### config.mk
export PLATFORM = sky130hd
export DESIGN_NAME = syscall_reader
export DESIGN_NICKNAME = d
export VERILOG_FILES = /design/src/rtl/syscall_reader.sv
export SDC_FILE = /design/constraint.sdc
export NUM_CORES = 1
export LEC_CHECK = 0
export CAP_MARGIN = 30
export CELL_PAD_IN_SITES_DETAIL_PLACEMENT = 0
export CELL_PAD_IN_SITES_GLOBAL_PLACEMENT = 2
export CORE_ASPECT_RATIO = 2
export CORE_MARGIN = 2
export CORE_UTILIZATION = 31
export CTS_BUF_LIST = sky130_fd_sc_hd__clkbuf_16
export CTS_CLUSTER_SIZE = 20
export DETAILED_ROUTE_END_ITERATION = 6
export PLACE_DENSITY_LB_ADDON = 0.1
export SYNTH_ARGS = -nofsm -noshare
export SYNTH_HDL_FRONTEND = slang
export SYNTH_SLANG_ARGS = --single-unit
export TNS_END_PERCENT = 30
### constraint.sdc
create_clock -name clk -period 4.2 [get_ports clk]
set_clock_uncertainty 0.1 [all_clocks]
set_input_delay 0.84 -clock clk [delete_from_list [all_inputs] [get_ports clk]]
set_output_delay 0.84 -clock clk [all_outputs]
set_load 0.05 [all_outputs]
### src/rtl/syscall_reader.sv
// Read-string syscall engine: takes console bytes over valid/ready, packs them
// little-endian into words and writes a null-terminated string into data memory.
module syscall_reader #(
  parameter logic [31:0] SYS_READ_STR = 32'd8,
  parameter logic [7:0]  NL_CHAR      = 8'h0A
) (
  input  logic        clk,
  input  logic        reset,
  input  logic        sys,
  input  logic [31:0] regv,
  input  logic [31:0] rega,
  input  logic [31:0] regb,
  input  logic        in_valid,
  input  logic [7:0]  in_data,
  output logic        in_ready,
  output logic        MemWrite,
  output logic [31:0] Addr,
  output logic [31:0] Wdata,
  output logic        busy,
  output logic        done,
  output logic [31:0] nchars
);

  typedef enum logic [1:0] {IDLE, RECV, FLUSH, DONE} state_t;

  state_t      state, state_next;
  logic        sys_q;
  logic [31:0] base;
  logic [31:0] limit;
  logic [31:0] word_idx;
  logic [31:0] pack;
  logic [31:0] pack_next;
  logic [1:0]  idx;
  logic        start;
  logic        accept;
  logic        terminate;

  assign in_ready = (state == RECV);
  assign busy     = (state != IDLE);
  assign done     = (state == DONE);

  // sys_q keeps tracking sys through reset, so a strobe held across reset
  // cannot look like a fresh rising edge afterwards.
  always_ff @(posedge clk) begin
    sys_q <= sys;
  end

  always_comb begin
    // NOTE: every always_comb output gets a default first so no latch is inferred.
    start     = 1'b0;
    accept    = 1'b0;
    terminate = 1'b0;
    pack_next = pack;

    start  = sys && !sys_q && (regv == SYS_READ_STR);
    accept = in_valid && in_ready;
    pack_next[{idx, 3'b000} +: 8] = in_data;
    terminate = accept && ((in_data == NL_CHAR) || (nchars + 32'd1 == limit));
  end

  always_comb begin
    state_next = state;
    case (state)
      IDLE: begin
        if (start) begin
          if (regb == 32'd0)      state_next = DONE;
          else if (regb == 32'd1) state_next = FLUSH;
          else                    state_next = RECV;
        end
      end
      RECV:    if (terminate) state_next = FLUSH;
      FLUSH:   state_next = DONE;
      DONE:    state_next = IDLE;
      default: state_next = IDLE;
    endcase
  end

  // NOTE: sequential state uses non-blocking assignments so every register
  // samples the pre-edge values regardless of statement order.
  always_ff @(posedge clk) begin
    if (reset) state <= IDLE;
    else       state <= state_next;
  end

  always_ff @(posedge clk) begin
    if (reset) begin
      base     <= '0;
      limit    <= '0;
      word_idx <= '0;
      pack     <= '0;
      idx      <= '0;
      nchars   <= '0;
      MemWrite <= 1'b0;
      Addr     <= '0;
      Wdata    <= '0;
    end else begin
      MemWrite <= 1'b0;
      case (state)
        IDLE: begin
          if (start) begin
            base     <= rega;
            limit    <= regb - 32'd1;
            word_idx <= '0;
            pack     <= '0;
            idx      <= '0;
            nchars   <= '0;
          end
        end
        RECV: begin
          if (accept) begin
            nchars <= nchars + 32'd1;
            idx    <= idx + 2'd1;
            if (idx == 2'd3) begin
              MemWrite <= 1'b1;
              Addr     <= base + word_idx;
              Wdata    <= pack_next;
              pack     <= '0;
              word_idx <= word_idx + 32'd1;
            end else begin
              pack <= pack_next;
            end
          end
        end
        // Bytes above idx are still zero, so pack is already the padded
        // final word (all zero on a word boundary).
        FLUSH: begin
          MemWrite <= 1'b1;
          Addr     <= base + word_idx;
          Wdata    <= pack;
        end
        default: ;
      endcase
    end
  end

endmodule

==> results.yml, run 1 <==
global_route:
  grt_pass1_vias: 12379
  grt_max_degree: 95
  overflow: 0
  grt_pass1_wl_mm: 69.9
  grt_antenna_before_repair: 0
  track_usage_pct: 20.7
routing:
  wirelength_mm: 45.2
  wl_met2_mm: 25.1
  drc: 0
  wl_per_cell_um: 18.6
  dr_wl_met3_mm: 1.62
  firstDrtPassIters: 5
  drt-vias-per-instance: 5.14
  ant_nets: 0
  first_iter_violations: 443
  dr.max_layer_used: "met4"
  vias: 12496
  met1Wirelength_mm: 17.1
flow_run:
  maxCapViolations: 0
sta:
  max_freq_ghz: 0.258
  layout_min_cycle_time_ns: 3.88
  rsz0062_at_grt: "false"
  final-setup-viol-count: 0
  finalCritPeriodShare_pct: 92.5
  max_slew_margin_pct: 39.0
  tightestPinTransition_ns: 0.915
  drv_slew: 0
  finalHoldViolCount: 0
  fin_tns_setup_ns: 0
  holdWs_ns: 0.351
power:
  power.internal_mw: 3.48
  switching_share_pct: 28.3
  powerDensity_mw_per_mm2: 298
  totalPowerFinal_mw: 4.86
  peakVddDrop_mv: 0.254
  pwr-share-clk_pct: 42.0
  sequentialPowerShare_pct: 45.4
  p_leak_nw: 5.69
  switching_power_mw: 1.38
  comb_power_share_pct: 12.7
worst_setup_path:
  slowest_delay_ns: 0.44
  cp.required_ns: 4.54
  critPathSlowestCell: "dfxtp_1"
  worstSetupStartpointType: "register"
  rrSetupSlack_ns: 0.32
  r2r_start: "nchars[1]"
  critical_path_class: "reg2reg"
  crit_buf_inv: 3
  rr_endpoint: "state[1]"
  crit_top_cell: "buf_4"
  worstRegToRegCells: 13
  critPathTopFamily: "simple AND/OR/NAND/NOR gates"
  arrival_ns: 4.22
  end_kind: "register"
  path_cells: "ha_1, nand3_1, or2_2, or3_1, xnor2_1, a2111oi_1, buf_4, nand4_1, nor4_2, buf_4, o21bai_1, buf_4, mux2_2"
  path_max_fanout: 5
clocking:
  insertion_delay_ns: 0.55
  ctsResizeCount: 0
  cts_buffers: 25
  clk_path_buf_depth: 3
  root_buffer: "clkbuf_16"
  clk_pin_slew_ns: 0.06
  htree_levels: 1
  tritoncts: "built"
  cts_sinks: 230
  post_cts_buffers: 0
  hold_buffers: 0
yosys:
  synth_flop_cell: "dfxtp_1"
  ys_seq_area_share_pct: 36.3
  synth_top_family_by_area: "simple AND/OR/NAND/NOR gates"
  synthSimpleGateAreaFrac_pct: 27.9
  synth_cells: 1683
  synth_area_per_cell_sq_um: 7.53
  yosys.area_share.adder_pct: 4.60
  yosysTopAreaCellShare_pct: 36.3
  yosys.area_share.xor_xnor_pct: 7.32
  ys_seq_elements: 230
  synthMuxAreaShare_pct: 0.849
  synth_area_leaders: "dfxtp_1, a21oi_1, nand2_1, nor2_1, ha_1"
  synth_compound_area_share_pct: 19.4
  synth_area_sq_mm: 0.0127
  mappedNetlistNets: 1837
  async_flop_share_pct: 0
  synth_cell_types: 70
  synth_edf_count: 0
  ys_warn_count: 0
  synth_area_leader_cell: "dfxtp_1"
cells_and_area:
  nNetsFinal: 2037
  diodes: 0
  final_cells: 2429
  drive_gt1_share_pct: 6.53
  fillCellCount: 4255
  mostFrequentLayoutCells: "nand2_1, dfxtp_1, a21oi_1, clkdlybuf4s50_1, nor2_1"
  final_common_cell: "nand2_1"
  synthToLayoutAreaGrowth_pct: 28.4
hold_path:
  worstHoldPathCells: 2
  min_from: "Addr[23]"
  hp-class: "reg2reg"
  whs_endpoint: "Addr[23]"
placement:
  gp_congestion: 0.878
  dp_hpwl_mm: 33.4
  place_inst: 2385
  port_buffers: 207
floorplanning:
  die_area_sq_mm: 0.0426
  die_y_um: 290
  io_pins: 208
  coreArea_sq_mm: 0.0403
  start_util_pct: 31.4
  die_w_um: 147
  row_count: 104
outcome:
  status: "finished, final reports clean"
==> synthesized netlist by cell type, types with 37 or more instances <==
cell / instances
dfxtp_1: 230
ha_1: 45
xnor2_1: 55
nor2b_1: 37
nand2_1: 278
nor3_1: 64
o21ai_0: 84
nor2_1: 173
clkbuf_1: 84
a21oi_1: 228
nand3_1: 43
xor2_1: 51
==> area by class of cell <==
cell class	instances	area (sq um)	area share [%]
Inverter	21	78.8	0.484
Tap cell	530	663	4.07
Multi-Input combinational cell	1333	7640	46.9
Sequential cell	230	4600	28.3
Timing Repair Buffer	272	2570	15.8
Clock buffer	25	626	3.84
Clock inverter	18	90.1	0.554
==> tightest hold or removal path: stages, from the launching register on <==
cell and delay, ns:
dfxtp_1 0.31, nand2_1 0.05, a21oi_1 0.05
==> per-stage QoR <==
stage | setup slack, ns | cell area, sq um | utilization (%)
detailed placement | 0.106 | 15500 | 38.5
global route | 0.0705 | 16300 | 40.3
global placement | 0.0838 | 15500 | 38.5
floorplan | 0.759 | 12700 | -
finish | 0.317 | 16300 | 40.3
CTS | 0.0511 | 16300 | 40.3
==> power groups by stage <==
stage / combinational (mW) / clock (mW) / sequential [mW]
2_1_floorplan: 0.285 / 0 / 2.29
3_3_place_gp: 0.620 / 0 / 2.25
3_5_place_dp: 0.624 / 0 / 2.25
4_1_cts: 0.626 / 2.12 / 2.20
5_1_grt: 0.670 / 2.19 / 2.20
6_report: 0.615 / 2.04 / 2.20
==> worst max path at each step <==
stage / from / endpoint / depth (start not counted)
finish: nchars[1] / state[1] / 13
global route: nchars[1] / state[1] / 14
CTS: nchars[1] / state[1] / 14
detailed placement: nchars[1] / state[1] / 13
global placement: nchars[1] / state[0] / 14
floorplan: nchars[0] / state[0] / 10
==> state kept, by name (all words and copies together), names as in the netlist <==
name	flops
sys_q	1
base	32
word_idx	32
Addr	32
nchars	32
state	2
Wdata	32
MemWrite	1
limit	32
idx	2
pack	32
==> routing by layer <==
metal  global-route usage [%]  vias to the layer above
met5                        0                        -
met4                     6.82                        0
met3                     2.53                       69
met2                     41.3                      272
met1                     21.9                     5846
li1                         -                     6309
==> logic make-up after synthesis <==
kind of cell	count (synthesis)
compound gates	426
xor+xnor	106
fa+ha+maj	46
buf+inv	120
flops	230
mux	10
simple gates	745
(Power assumes the default switching activity.)
==> run 2: changes to the inputs <==
--- a/config.mk
+++ b/config.mk
@@ -10,7 +10,7 @@
 export CELL_PAD_IN_SITES_GLOBAL_PLACEMENT = 2
 export CORE_ASPECT_RATIO = 2
 export CORE_MARGIN = 2
-export CORE_UTILIZATION = 31
+export CORE_UTILIZATION = 28
 export CTS_BUF_LIST = sky130_fd_sc_hd__clkbuf_16
 export CTS_CLUSTER_SIZE = 20
 export DETAILED_ROUTE_END_ITERATION = 6
==> constraint.sdc (replaced) <==
create_clock -name clk -period 3.54 [get_ports clk]
set_clock_uncertainty 0.1 [all_clocks]
set_input_delay 0.708 -clock clk [delete_from_list [all_inputs] [get_ports clk]]
set_output_delay 0.708 -clock clk [all_outputs]
set_load 0.05 [all_outputs]
==> results.yml, run 2 (synthesis results as in run 1) <==
outcome:
  status: "finished, final reports clean"
global_route:
  overflow: 0
  grt_max_degree: 152
  grt_pass1_wl_mm: 74.0
  grt_pass1_vias: 12822
  grt_antenna_before_repair: 0
  track_usage_pct: 20.0
floorplanning:
  die_y_um: 305
  die_area_sq_mm: 0.0471
  coreArea_sq_mm: 0.0449
  io_pins: 208
  start_util_pct: 28.3
  die_w_um: 154
  row_count: 110
sta:
  final-setup-viol-count: 0
  tightestPinTransition_ns: 0.731
  max_freq_ghz: 0.288
  finalCritPeriodShare_pct: 98.0
  fin_ws_ns: 0.0699
  fin_tns_setup_ns: 0
  drv_slew: 0
  max_slew_margin_pct: 51.3
  finalHoldViolCount: 0
  rsz0062_at_grt: "true"
  layout_min_cycle_time_ns: 3.47
power:
  comb_power_share_pct: 12.6
  switching_power_mw: 1.71
  power.internal_mw: 4.56
  p_leak_nw: 6.10
  pwr-share-clk_pct: 45.7
  sequentialPowerShare_pct: 41.7
  totalPowerFinal_mw: 6.27
  peakVddDrop_mv: 0.316
  switching_share_pct: 27.3
  powerDensity_mw_per_mm2: 368
worst_setup_path:
  slowest_delay_ns: 0.53
  critPathSlowestCell: "dfxtp_1"
  path_cells: "nand3_1, nor4_4, and2_4, nand3_4, mux2_4, or4_1, nor4_1, buf_4, o21bai_1, mux2_2"
  arrival_ns: 3.80
  critical_path_class: "reg2reg"
  end_kind: "register"
  cp.required_ns: 3.87
  rrSetupSlack_ns: 0.07
  path_max_fanout: 7
  worstSetupStartpointType: "register"
routing:
  ant_nets: 0
  drc: 0
  drt-vias-per-instance: 5.07
  first_iter_violations: 537
  firstDrtPassIters: 5
  vias: 12775
  wl_per_cell_um: 19.1
  wirelength_mm: 48.2
cells_and_area:
  fillCellCount: 4775
  mostFrequentLayoutCells: "nand2_1, a21oi_1, dfxtp_1, clkdlybuf4s50_1, nor2_1"
  drive_gt1_share_pct: 9.73
  diodes: 0
  synthToLayoutAreaGrowth_pct: 34.2
  nNetsFinal: 2096
  final_core_util_pct: 37.9
  final_common_cell: "nand2_1"
  fin_area_sq_mm: 0.0170
clocking:
  tritoncts: "built"
  insertion_delay_ns: 0.55
  hold_buffers: 0
  clk_path_buf_depth: 3
  cts_buffers: 26
  cts_sinks: 230
  clk_pin_slew_ns: 0.06
  post_cts_buffers: 0
  root_buffer: "clkbuf_16"
  htree_levels: 1
placement:
  port_buffers: 207
  pre_cts_ws_ns: -0.168
  gp_congestion: 0.878
  placed_area_sq_mm: 0.0161
  dp_hpwl_mm: 35.8
hold_path:
  hp-class: "reg2reg"
flow_run:
  maxCapViolations: 0
-- run 2: cell count changes in the layout (fill, tap and decap cells not counted), sizes merged --
cell / change
bufinv: +4
inv: -4
buf: +59
clkinvlp: -1
clkinv: +4
clkbuf: +1
-- run 2: final timing paths --
path / from / endpoint / cells after the start
worst max-delay path: nchars[10] / state[0] / 10
worst min-delay path: Addr[11] / Addr[11] / 2
worst max register to register: nchars[10] / state[0] / 10
worst min register to register: Addr[11] / Addr[11] / 2
-- run 2: area by class of cell --
type                    instances  area, sq um  share of cell area [%]
multi-input cells            1333         7640                    44.9
flip-flops and latches        230         4610                    27.1
repair buffers                330         3110                    18.3
well taps                     560          701                    4.12
clock buffers                  27          676                    3.97
clock inverters                21          195                    1.15
inverters                      21         78.8                   0.463
-- run 2: power by group through the flow --
stage | Sequential (mW) | Combinational, mW | Clock (mW)
2_1_floorplan | 2.72 | 0.338 | 0
3_3_place_gp | 2.67 | 0.800 | 0
3_5_place_dp | 2.67 | 0.802 | 0
4_1_cts | 2.62 | 0.805 | 2.95
5_1_grt | 2.62 | 0.857 | 3.04
6_report | 2.62 | 0.787 | 2.86
-- run 2: per-stage QoR --
| stage | cells | hold WS [ns] |
|---|---|---|
| after global routing | 2522 | 0.371 |
| final | 2522 | 0.350 |
| after detailed placement | 2474 | 0.345 |
| after CTS | 2522 | 0.354 |
| after floorplan | 1683 | 0.336 |
| after global placement | 2474 | 0.340 |
-- run 2: critical path, delay by kind of cell, from the launching register on --
family	cells	cell delay, ns
muxes	2	0.63
DFF	1	0.53
buffers and inverters	1	0.19
and+or+nand+nor	6	1.74
AOI/OAI and AO/OA	1	0.15
-- run 2: what timing repair did --
action	in CTS	in global routing
hold endpoints to repair	0	0
setup endpoints to repair	2	5
resized for setup	3	4
-- run 2: per-layer routing --
| layer | vias up | routed length [um] | global-route usage [%] |
|---|---|---|---|
| met5 | - | 0 | 0 |
| met4 | 0 | 1390 | 6.09 |
| met3 | 62 | 1630 | 2.43 |
| met2 | 269 | 26700 | 40.1 |
| met1 | 6016 | 18400 | 21.1 |
| li1 | 6428 | - | - |
==> run 3: changes to the inputs <==
--- a/config.mk
+++ b/config.mk
@@ -14,7 +14,7 @@
 export CTS_BUF_LIST = sky130_fd_sc_hd__clkbuf_16
 export CTS_CLUSTER_SIZE = 20
 export DETAILED_ROUTE_END_ITERATION = 6
-export PLACE_DENSITY_LB_ADDON = 0.1
+export PLACE_DENSITY = 0.85
 export SYNTH_ARGS = -nofsm -noshare
 export SYNTH_HDL_FRONTEND = slang
 export SYNTH_SLANG_ARGS = --single-unit
==> results.yml, run 3 (synthesis results as in run 1) <==
power:
  power.internal_mw: 4.51
  powerDensity_mw_per_mm2: 367
  switching_share_pct: 27.4
  p_leak_nw: 6.02
  totalPowerFinal_mw: 6.21
  peakVddDrop_mv: 0.280
  switching_power_mw: 1.70
  pwr-share-clk_pct: 45.6
  comb_power_share_pct: 12.2
  sequentialPowerShare_pct: 42.2
sta:
  max_freq_ghz: 0.293
  fin_tns_setup_ns: 0
  rsz0062_at_grt: "true"
  finalHoldViolCount: 0
  layout_min_cycle_time_ns: 3.41
  max_slew_margin_pct: 38.4
  drv_slew: 0
  tightestPinTransition_ns: 0.924
  fin_ws_ns: 0.129
  holdWs_ns: 0.349
  finalCritPeriodShare_pct: 96.4
  final-setup-viol-count: 0
floorplanning:
  row_count: 110
  die_area_sq_mm: 0.0471
  start_util_pct: 28.3
  coreArea_sq_mm: 0.0449
  die_w_um: 154
  io_pins: 208
  die_y_um: 305
worst_setup_path:
  crit_top_cell: "nor4_4"
  critPathSlowestCell: "or4_1"
  arrival_ns: 3.75
  r2r_start: "nchars[5]"
  rrSetupSlack_ns: 0.13
  critical_path_class: "reg2reg"
  end_kind: "register"
  path_cells: "nand4_4, nor4_4, and2_4, nand3_4, mux2_4, or4_1, nor4_4, buf_4, o21bai_1, mux2_2"
  worstSetupStartpointType: "register"
  cp.required_ns: 3.88
  worstRegToRegCells: 10
  rr_endpoint: "state[0]"
  slowest_delay_ns: 0.56
  path_max_fanout: 5
placement:
  port_buffers: 207
  gp_congestion: 0.850
  dp_hpwl_mm: 35.0
  pre_cts_ws_ns: -0.242
routing:
  drt-vias-per-instance: 5.11
  vias: 12820
  wirelength_mm: 46.2
  wl_per_cell_um: 18.4
  ant_nets: 0
  firstDrtPassIters: 5
  drc: 0
  first_iter_violations: 663
cells_and_area:
  drive_gt1_share_pct: 9.45
  mostFrequentLayoutCells: "nand2_1, a21oi_1, dfxtp_1, clkdlybuf4s50_1, nor2_1"
  final_common_cell: "nand2_1"
  synthToLayoutAreaGrowth_pct: 33.3
  final_core_util_pct: 37.7
  nNetsFinal: 2081
flow_run:
  maxCapViolations: 0
clocking:
  insertion_delay_ns: 0.57
  cts_buffers: 26
  root_buffer: "clkbuf_16"
  tritoncts: "built"
  clk_pin_slew_ns: 0.06
  htree_levels: 1
  cts_sinks: 230
  clk_path_buf_depth: 3
hold_path:
  hp-class: "reg2reg"
  worstHoldPathCells: 2
  whs_endpoint: "Wdata[27]"
  min_from: "Wdata[27]"
outcome:
  status: "finished, final reports clean"
global_route:
  grt_pass1_wl_mm: 71.4
  grt_pass1_vias: 12743
  grt_max_degree: 83
  overflow: 0
  grt_antenna_before_repair: 2
  track_usage_pct: 19.2
[run 3: changes by cell type in the layout (fill, tap and decap cells not counted), sizes merged]
cell and change:
buf -15, clkbuf -1, diode +1, inv +1
[run 3: power by group through the flow]
stage,sequential [mW],combinational [mW],clock (mW)
5_1_grt,2.62,0.827,3.00
3_5_place_dp,2.68,0.767,0
4_1_cts,2.62,0.770,2.92
3_3_place_gp,2.67,0.764,0
2_1_floorplan,2.72,0.338,0
6_report,2.62,0.760,2.83
[run 3: repair_timing]
item	4_1_cts	5_1_grt
setup endpoints to repair	2	5
hold buffers	0	0
pin swaps	1	3
gates resized for setup	6	10
setup buffers	0	1
[run 3: how the worst max path moves through the flow]
stage,start,end,slack (ns)
4_1_cts,nchars[2],state[0],0.008
6_report,nchars[5],state[0],0.13
3_3_place_gp,nchars[11],state[0],-0.25
2_1_floorplan,nchars[0],state[0],0.1
3_5_place_dp,nchars[0],state[0],-0.24
5_1_grt,nchars[1],state[0],-0.01
[run 3: layer usage]
layer  vias up  part of all wire (%)  GRT usage (%)  routed length [um]
li1       6418                     -              -                   -
met1      6017                    37           19.5               17000
met4         2                   4.4           8.25                2030
met2       296                    55           38.1               25300
met5         -                 0.028              0                  13
met3        87                   3.9           2.60                1800
[run 3: layout make-up]
cell class | count | area (sq um)
Antenna cell | 1 | 2.50
Clock buffer | 26 | 651
Clock inverter | 22 | 221
Fill cell | 4675 | 28000
Inverter | 21 | 78.8
Multi-Input combinational cell | 1333 | 7690
Sequential cell | 230 | 4610
Tap cell | 560 | 701
Timing Repair Buffer | 315 | 2950
[run 3: worst max-delay path, delay by kind of cell (launching register included)]
kind,cells,cell delay [ns]
multiplexers,2,0.64
AND/OR/NAND/NOR,6,1.78
AO/OA/AOI/OAI,1,0.14
flip-flops,1,0.46
buffers and inverters,1,0.16
[run 3: per-stage QoR]
| step | area [sq um] | cells |
|---|---|---|
| floorplan | 12700 | 1683 |
| global placement | 16000 | 2458 |
| detailed placement | 16000 | 2458 |
| CTS | 16900 | 2506 |
| finish | 16900 | 2508 |
| global route | 16900 | 2508 |
